[config.mk]
export PLATFORM = sky130hd
export DESIGN_NAME = anti_theft_fsm
export DESIGN_NICKNAME = d
export VERILOG_FILES = /design/src/rtl/anti_theft_fsm.sv
export SDC_FILE = /design/constraint.sdc
export NUM_CORES = 1
export LEC_CHECK = 0
export ABC_AREA = 1
export BUFFER_PORTS_ARGS = -buffer_cell sky130_fd_sc_hd__buf_2
export CAP_MARGIN = 20
export CORE_MARGIN = 2
export CORE_UTILIZATION = 29
export CTS_CLUSTER_SIZE = 8
export DETAILED_ROUTE_END_ITERATION = 8
export GPL_ROUTABILITY_DRIVEN = 0
export PLACE_DENSITY_LB_ADDON = 0.08
export SLEW_MARGIN = 5
export SYNTH_ARGS = -nofsm -noshare
export SYNTH_HDL_FRONTEND = slang
export SYNTH_SLANG_ARGS = --single-unit
[constraint.sdc]
create_clock -name clock -period 1.2 [get_ports clock]
set_input_delay 0.06 -clock clock [delete_from_list [all_inputs] [get_ports clock]]
set_output_delay 0.06 -clock clock [all_outputs]
set_load 0.01 [all_outputs]
[src/rtl/anti_theft_fsm.sv]
// Anti-theft alarm controller: watches ignition and door sensors, chooses the
// timer interval, pulses start_timer, and drives the status LED and siren enable.
module anti_theft_fsm #(
    parameter int BLINK_DIV = 1
) (
    input  logic       clock,
    input  logic       reset,
    input  logic       ignition,
    input  logic       door_driver,
    input  logic       door_pass,
    input  logic       reprogram,
    input  logic       expired,
    input  logic       one_hz_enable,
    output logic [1:0] interval,
    output logic       start_timer,
    output logic       status,
    output logic       enable_siren
);

    // Interval codes understood by the timer.
    localparam logic [1:0] T_ARM_DELAY       = 2'b00;
    localparam logic [1:0] T_DRIVER_DELAY    = 2'b01;
    localparam logic [1:0] T_PASSENGER_DELAY = 2'b10;
    localparam logic [1:0] T_ALARM_ON        = 2'b11;

    // Last blink count before the status LED toggles.
    localparam logic [3:0] BLINK_LAST = 4'(BLINK_DIV - 1);

    typedef enum logic [2:0] {
        ARMED          = 3'd0,
        TRIGGERED      = 3'd1,
        SOUND          = 3'd2,
        ALARM_HOLD     = 3'd3,
        DIS_IGN        = 3'd4,
        DIS_WAIT_OPEN  = 3'd5,
        DIS_WAIT_CLOSE = 3'd6,
        ARM_DELAY      = 3'd7
    } state_t;

    state_t     state_q, state_d;
    logic [1:0] interval_q, interval_d;
    logic       start_timer_q, start_timer_d;
    logic       status_q, status_d;
    logic       enable_siren_q, enable_siren_d;
    logic [3:0] blink_cnt_q, blink_cnt_d;

    logic expired_ok;
    logic any_door;

    // Registered state and outputs; reset puts the alarm straight into ARMED.
    always_ff @(posedge clock or posedge reset) begin
        if (reset) begin
            state_q        <= ARMED;
            interval_q     <= T_ARM_DELAY;
            start_timer_q  <= 1'b0;
            status_q       <= 1'b0;
            enable_siren_q <= 1'b0;
            blink_cnt_q    <= 4'd0;
        end else begin
            state_q        <= state_d;
            interval_q     <= interval_d;
            start_timer_q  <= start_timer_d;
            status_q       <= status_d;
            enable_siren_q <= enable_siren_d;
            blink_cnt_q    <= blink_cnt_d;
        end
    end

    // Next-state, interval selection, timer start, LED and siren decisions.
    always_comb begin
        state_d        = state_q;
        interval_d     = interval_q;
        start_timer_d  = 1'b0;
        status_d       = status_q;
        blink_cnt_d    = blink_cnt_q;
        enable_siren_d = 1'b0;

        // The timer still shows the previous interval's flag while it loads.
        expired_ok = expired & ~start_timer_q;
        any_door   = door_driver | door_pass;

        if (reprogram) begin
            state_d = ARMED;
        end else if (ignition) begin
            state_d = DIS_IGN;
        end else begin
            case (state_q)
                ARMED: begin
                    if (door_driver) begin
                        state_d       = TRIGGERED;
                        interval_d    = T_DRIVER_DELAY;
                        start_timer_d = 1'b1;
                    end else if (door_pass) begin
                        state_d       = TRIGGERED;
                        interval_d    = T_PASSENGER_DELAY;
                        start_timer_d = 1'b1;
                    end
                end
                TRIGGERED: begin
                    if (expired_ok) state_d = SOUND;
                end
                SOUND: begin
                    if (!any_door) begin
                        state_d       = ALARM_HOLD;
                        interval_d    = T_ALARM_ON;
                        start_timer_d = 1'b1;
                    end
                end
                ALARM_HOLD: begin
                    if (any_door)        state_d = SOUND;
                    else if (expired_ok) state_d = ARMED;
                end
                DIS_IGN: begin
                    state_d = DIS_WAIT_OPEN;
                end
                DIS_WAIT_OPEN: begin
                    if (door_driver) state_d = DIS_WAIT_CLOSE;
                end
                DIS_WAIT_CLOSE: begin
                    if (!any_door) begin
                        state_d       = ARM_DELAY;
                        interval_d    = T_ARM_DELAY;
                        start_timer_d = 1'b1;
                    end
                end
                ARM_DELAY: begin
                    if (any_door)        state_d = DIS_WAIT_CLOSE;
                    else if (expired_ok) state_d = ARMED;
                end
                default: begin
                    state_d = ARMED;
                end
            endcase
        end

        // Blink only while staying in ARMED; any entry into ARMED restarts dark.
        if (state_d == ARMED) begin
            if ((state_q == ARMED) && !reprogram) begin
                if (one_hz_enable) begin
                    if (blink_cnt_q == BLINK_LAST) begin
                        status_d    = ~status_q;
                        blink_cnt_d = 4'd0;
                    end else begin
                        blink_cnt_d = blink_cnt_q + 4'd1;
                    end
                end
            end else begin
                status_d    = 1'b0;
                blink_cnt_d = 4'd0;
            end
        end else begin
            blink_cnt_d = 4'd0;
            status_d    = (state_d == TRIGGERED) || (state_d == SOUND) ||
                          (state_d == ALARM_HOLD);
        end

        enable_siren_d = (state_d == SOUND) || (state_d == ALARM_HOLD);
    end

    assign interval     = interval_q;
    assign start_timer  = start_timer_q;
    assign status       = status_q;
    assign enable_siren = enable_siren_q;

endmodule
* Word level (Yosys, flattened, before mapping)
Cells that the tools add are included.
** Storage, ports and cells
- Register bits :: 12
- Input port bits :: 8
- Output and inout port bits :: 5
- Logic and storage cells :: 71
** Operators by class
- Add/sub/neg operators :: 1
- Eq/ne operators :: 15
- Multiplexer cells :: 31
- Bitwise operators :: 6
- Reduce and logical (&&, ||, !) cells :: 12
** Operators by type and width (number)
- 2-to-1 mux 3 bit :: 11
- case mux 3 bit (8 select lines) :: 1
- 2-to-1 mux 4 bit :: 4
- == test 3 x 2 -> 1 bit (second input constant) :: 4
- == test 3 bit (second input constant) :: 4
- 2-to-1 mux 1 bit :: 9
- 2-to-1 mux 2 bit :: 4
- == test 3 x 1 -> 1 bit (second input constant) :: 2
- logical NOT 3 bit :: 2
- != test 3 bit (second input constant) :: 2
- case mux 2 bit (3 select lines) :: 1
- AND reduction 6 bit :: 1
- adder 4 x 1 -> 4 bit (second input constant) :: 1
- logical NOT 4 bit :: 1
- != test 2 bit (second input constant) :: 2
- NOT 1 bit :: 4
- logical OR 1 bit :: 3
- != test 3 x 2 -> 1 bit (second input constant) :: 1
- nonzero test 3 bit :: 1
- case mux 1 bit (2 select lines) :: 1
- AND reduction 2 bit :: 1
- OR reduction 2 bit :: 1
- AND 1 bit :: 1
- logical AND 1 bit :: 1
- 2 further kinds :: 2

* Depth between registers and ports, before layout
- Word-level depth :: 11
- Gate-level depth with buffers :: 13

* Worst setup path before layout
Ideal clock, no wire load.
- Path type :: reg-to-reg
- Start :: register state_q[0]
- End :: register blink_cnt_q[3]
- Arrival :: 1.198 ns
- Path slack :: -0.122 ns
- Cell stages (with the launch flop) :: 9
- Path buffers :: 0
- Period minus slack after synthesis :: 1.322 ns
- Path through :: dfrtp_1 > nor2_2 > inv_2 > nor2_4 > nand4_4 > nor2_4 > nor2_1 > nor2_1 > nor3b_2
** On the way
- Cells in the longest elaborated chain, start to end :: 7
- Elaborated cells between the ends (all ways) :: 25
** RTL lines
- from (decl) :: RTL line 40 : state_t state_q, state_d;
- from (signal assigned) :: RTL line 60 : state_q <= state_d;
- 2-to-1 mux 3 bit (on tied branches) :: RTL line 111, 128, 93
- 2-to-1 mux 3 bit (on tied branches) :: RTL line 127, 110, 89
- case mux 3 bit (8 select lines) :: RTL line 87 : case (state_q)
- 2-to-1 mux 3 bit :: RTL line 84 : end else if (ignition) begin
- 2-to-1 mux 3 bit :: RTL line 82 : if (reprogram) begin
- logical NOT 3 bit :: RTL line 137 : if (state_d == ARMED) begin
- != test 3 bit (no source line) / 2-to-1 mux 4 bit (equally long branches)
- to (signal assigned) :: RTL line 65 : blink_cnt_q <= blink_cnt_d;
- to (decl) :: RTL line 45 : logic [3:0] blink_cnt_q, blink_cnt_d;
Several ways; a longest one is shown, not always the timed one.
A chain may end at the register's enable or synchronous reset.

* Worst setup path after layout
- Start :: register state_q[0]
- End :: register blink_cnt_q[1]
The elaborated chain is that of the path after synthesis.

==> impl_metrics.ini <==
[sta]
slew_viol_final = 0
tightestPinTransition_ns = 0.482
rsz0062_at_grt = true
fmax_mhz = 717
max_slew_margin_pct = 67.8
skew_ns = 0.00275
final-hold-violation-count = 0
fin_crit_sh_pct = 116
min_period_ns = 1.40
setup_viol = 10
post-route-worst-setup-slack_ns = -0.195
final.setup.tns_ns = -1.11

[routing]
ant_nets = 0
met2_length_um = 886
viasPerCell = 4.44
highest_layer = met4
dr_total_vias = 732
first_iter_violations = 12
wl_met3_um = 48
wl_met1_um = 731
wl_um = 1690
wl_per_cell_um = 10.2
post-route-drc-count = 0
firstDrtPassIters = 2

[finish]
fin_cells = 165
n_fill_cell = 273
postLayoutCellArea_sq_um = 1070
area_growth_syn_to_layout_pct = 41.5
nNetsFinal = 146
drive_gt1_share_pct = 41.5
antenna_cells = 0

[clock_tree]
root_buffer = clkbuf_4
numCtsBuffers = 3
cts_tree = done
clock_latency_ns = 0.27
clkSinkCount = 12
cts.path.max_buffers = 2
clk_pin_slew_worst_paths_ns = 0.08
cts.htree.levels = 1

[synthesis]
syn_nets = 113
synth_top_area_cell = dfrtp_1
yosysTopAreaCellShare_pct = 39.7
synth.most_common_cell = nand2_1
yosysUniqueCellTypes = 19
synthesis.area_sq_um = 757
syn_area_per_cell_sq_um = 7.35
ys_top_cells_by_count = nand2_1, inv_1, nor2_1
syn_inst = 103
synth_edf_count = 0
ys_warn_count = 0
synthFlopType = dfrtp_1
ys_seq_area_share_pct = 39.7
async_flop_share_pct = 100
yosys-top-cells-area = dfrtp_1, nand2_1, inv_1, nor2_1, nor2_4
yosys_register_bits = 12

[placement]
dp_cells = 154
port_buffers = 12
post_dp_cell_area_sq_um = 925
hpwl_um = 1270
dp_slack_ns = -0.182

[floorplan]
core_region_area_sq_um = 2480
die_h_um = 55.1
start_util_pct = 30.6
pin_count = 13
row_count = 18
dieArea_sq_um = 3030
die_width_um = 55.1

[global_routing]
grt_pass1_wl_um = 2770
globalRoute.totalOverflow = 0
grt_pass1_vias = 702
antenna_found_initial = 0
grt_util_all_layers_pct = 13.0
grt_max_degree = 13

[setup_path]
cp.required_ns = 1.41
arrival_ns = 1.61
crit_path_end_kind = register
critPathKind = reg2reg
startpoint_type = register
cp_max_fo = 4

[outcome]
violations = setup timing
status = finished with violations

[pwr]
leakage_nw = 0.556
finalPower_mw = 0.986
powerDensity_nw_per_um2 = 921
peakVddDrop_mv = 0.485

[worst_hold_path]
holdCritPathClass = in2reg

[run]
max_cap_violations = 0
## final timing paths
check | depth (start not counted) | startpoint | slack [ns] | end
hold / removal | 3 | one_hz_enable | 0.11 | blink_cnt_q[1]
setup reg to reg | 8 | state_q[0] | -0.20 | blink_cnt_q[1]
min in group asynchronous | 3 | reset | 0.34 | state_q[2]
max in group asynchronous | 3 | reset | 0.51 | state_q[1]
setup / recovery | 8 | state_q[0] | -0.20 | blink_cnt_q[1]
hold reg to reg | 2 | interval[1] | 0.54 | interval[1]
## layer usage
layer,vias to the layer above,GRT usage [%]
met5,-,0
met4,0,6.10
met3,4,2.42
met2,8,24.6
met1,341,13.7
li1,379,-
## metrics by stage
step | hold WS (ns) | utilization, %
after floorplan | -0.0753 | -
after global placement | 0.105 | 37.3
after detailed placement | 0.109 | 37.3
after CTS | 0.108 | 40.4
after global routing | 0.147 | 43.2
final | 0.110 | 43.2
## flip-flops by register name (all words and copies together) (netlist names)
name and flops:
state_q 3, status 1, interval 2, enable_siren 1
start_timer 1, blink_cnt_q 4
## cell type report
class / count / area (sq um) / share of cell area (%)
flip-flops and latches: 12 / 302 / 28.2
multi-input cells: 71 / 430 / 40.2
inverters: 19 / 71.3 / 6.66
repair buffers: 29 / 194 / 18.1
well taps: 30 / 37.5 / 3.50
clock buffers: 4 / 36.3 / 3.39
## kinds of logic (layout without fill, tap and decap cells)
kind of cell	count (synthesis)	after routing	synth area share, %
and+or+nand+nor	55	55	35.0
buffers and inverters	20	52	10.1
AOI/OAI and AO/OA	14	14	11.9
DFF	12	12	39.7
adders and majority gates	2	2	3.31
## worst max-delay path, cell delays in order (launching register included)
cell	delay (ns)
dfrtp_1	0.39
nor2_2	0.14
inv_2	0.06
nor2_4	0.14
nand4_4	0.13
buf_4	0.16
buf_4	0.12
buf_4	0.12
nor2_1	0.07
## report_power, final
part | switching (mW) | total (mW) | internal (mW)
logic | 0.118 | 0.215 | 0.0965
clock network | 0.142 | 0.327 | 0.184
registers | 0.0153 | 0.445 | 0.430
total | 0.276 | 0.986 | 0.711
## timing repair
action                                  4_1_cts  5_1_grt
gates resized for setup                       8       13
buffers inserted                              2        4
endpoints found under the setup margin        9       12
hold buffers                                  1        0
hold endpoints to repair                     12        0
pin swaps                                     3        9
## cell usage in the layout, fill, tap and decap left out
cell type | Yosys | layout
o21ai_0 | 6 | 3
o21ai_1 | 0 | 2
buf_2 | 0 | 12
nand3_1 | 4 | 2
clkbuf_4 | 0 | 3
a21oi_4 | 1 | 2
buf_6 | 0 | 1
a21oi_1 | 4 | 3
nor2_1 | 15 | 10
dfrtp_2 | 0 | 1
clkbuf_8 | 0 | 1
nor2_4 | 3 | 4
a22o_1 | 1 | 1
nand3_2 | 0 | 2
nand2_1 | 29 | 26
buf_4 | 0 | 15
a21oi_2 | 1 | 1
or2_0 | 1 | 1
nand4_4 | 1 | 1
o21ai_2 | 0 | 1
nor2_2 | 1 | 5
dlygate4sd3_1 | 0 | 1
o22ai_1 | 1 | 1
nand2_2 | 0 | 3
inv_2 | 1 | 3
dfrtp_1 | 12 | 11
inv_1 | 18 | 16
ha_1 | 2 | 2
nor3b_2 | 1 | 1
Note: power is estimated with default switching activity, not from simulation.
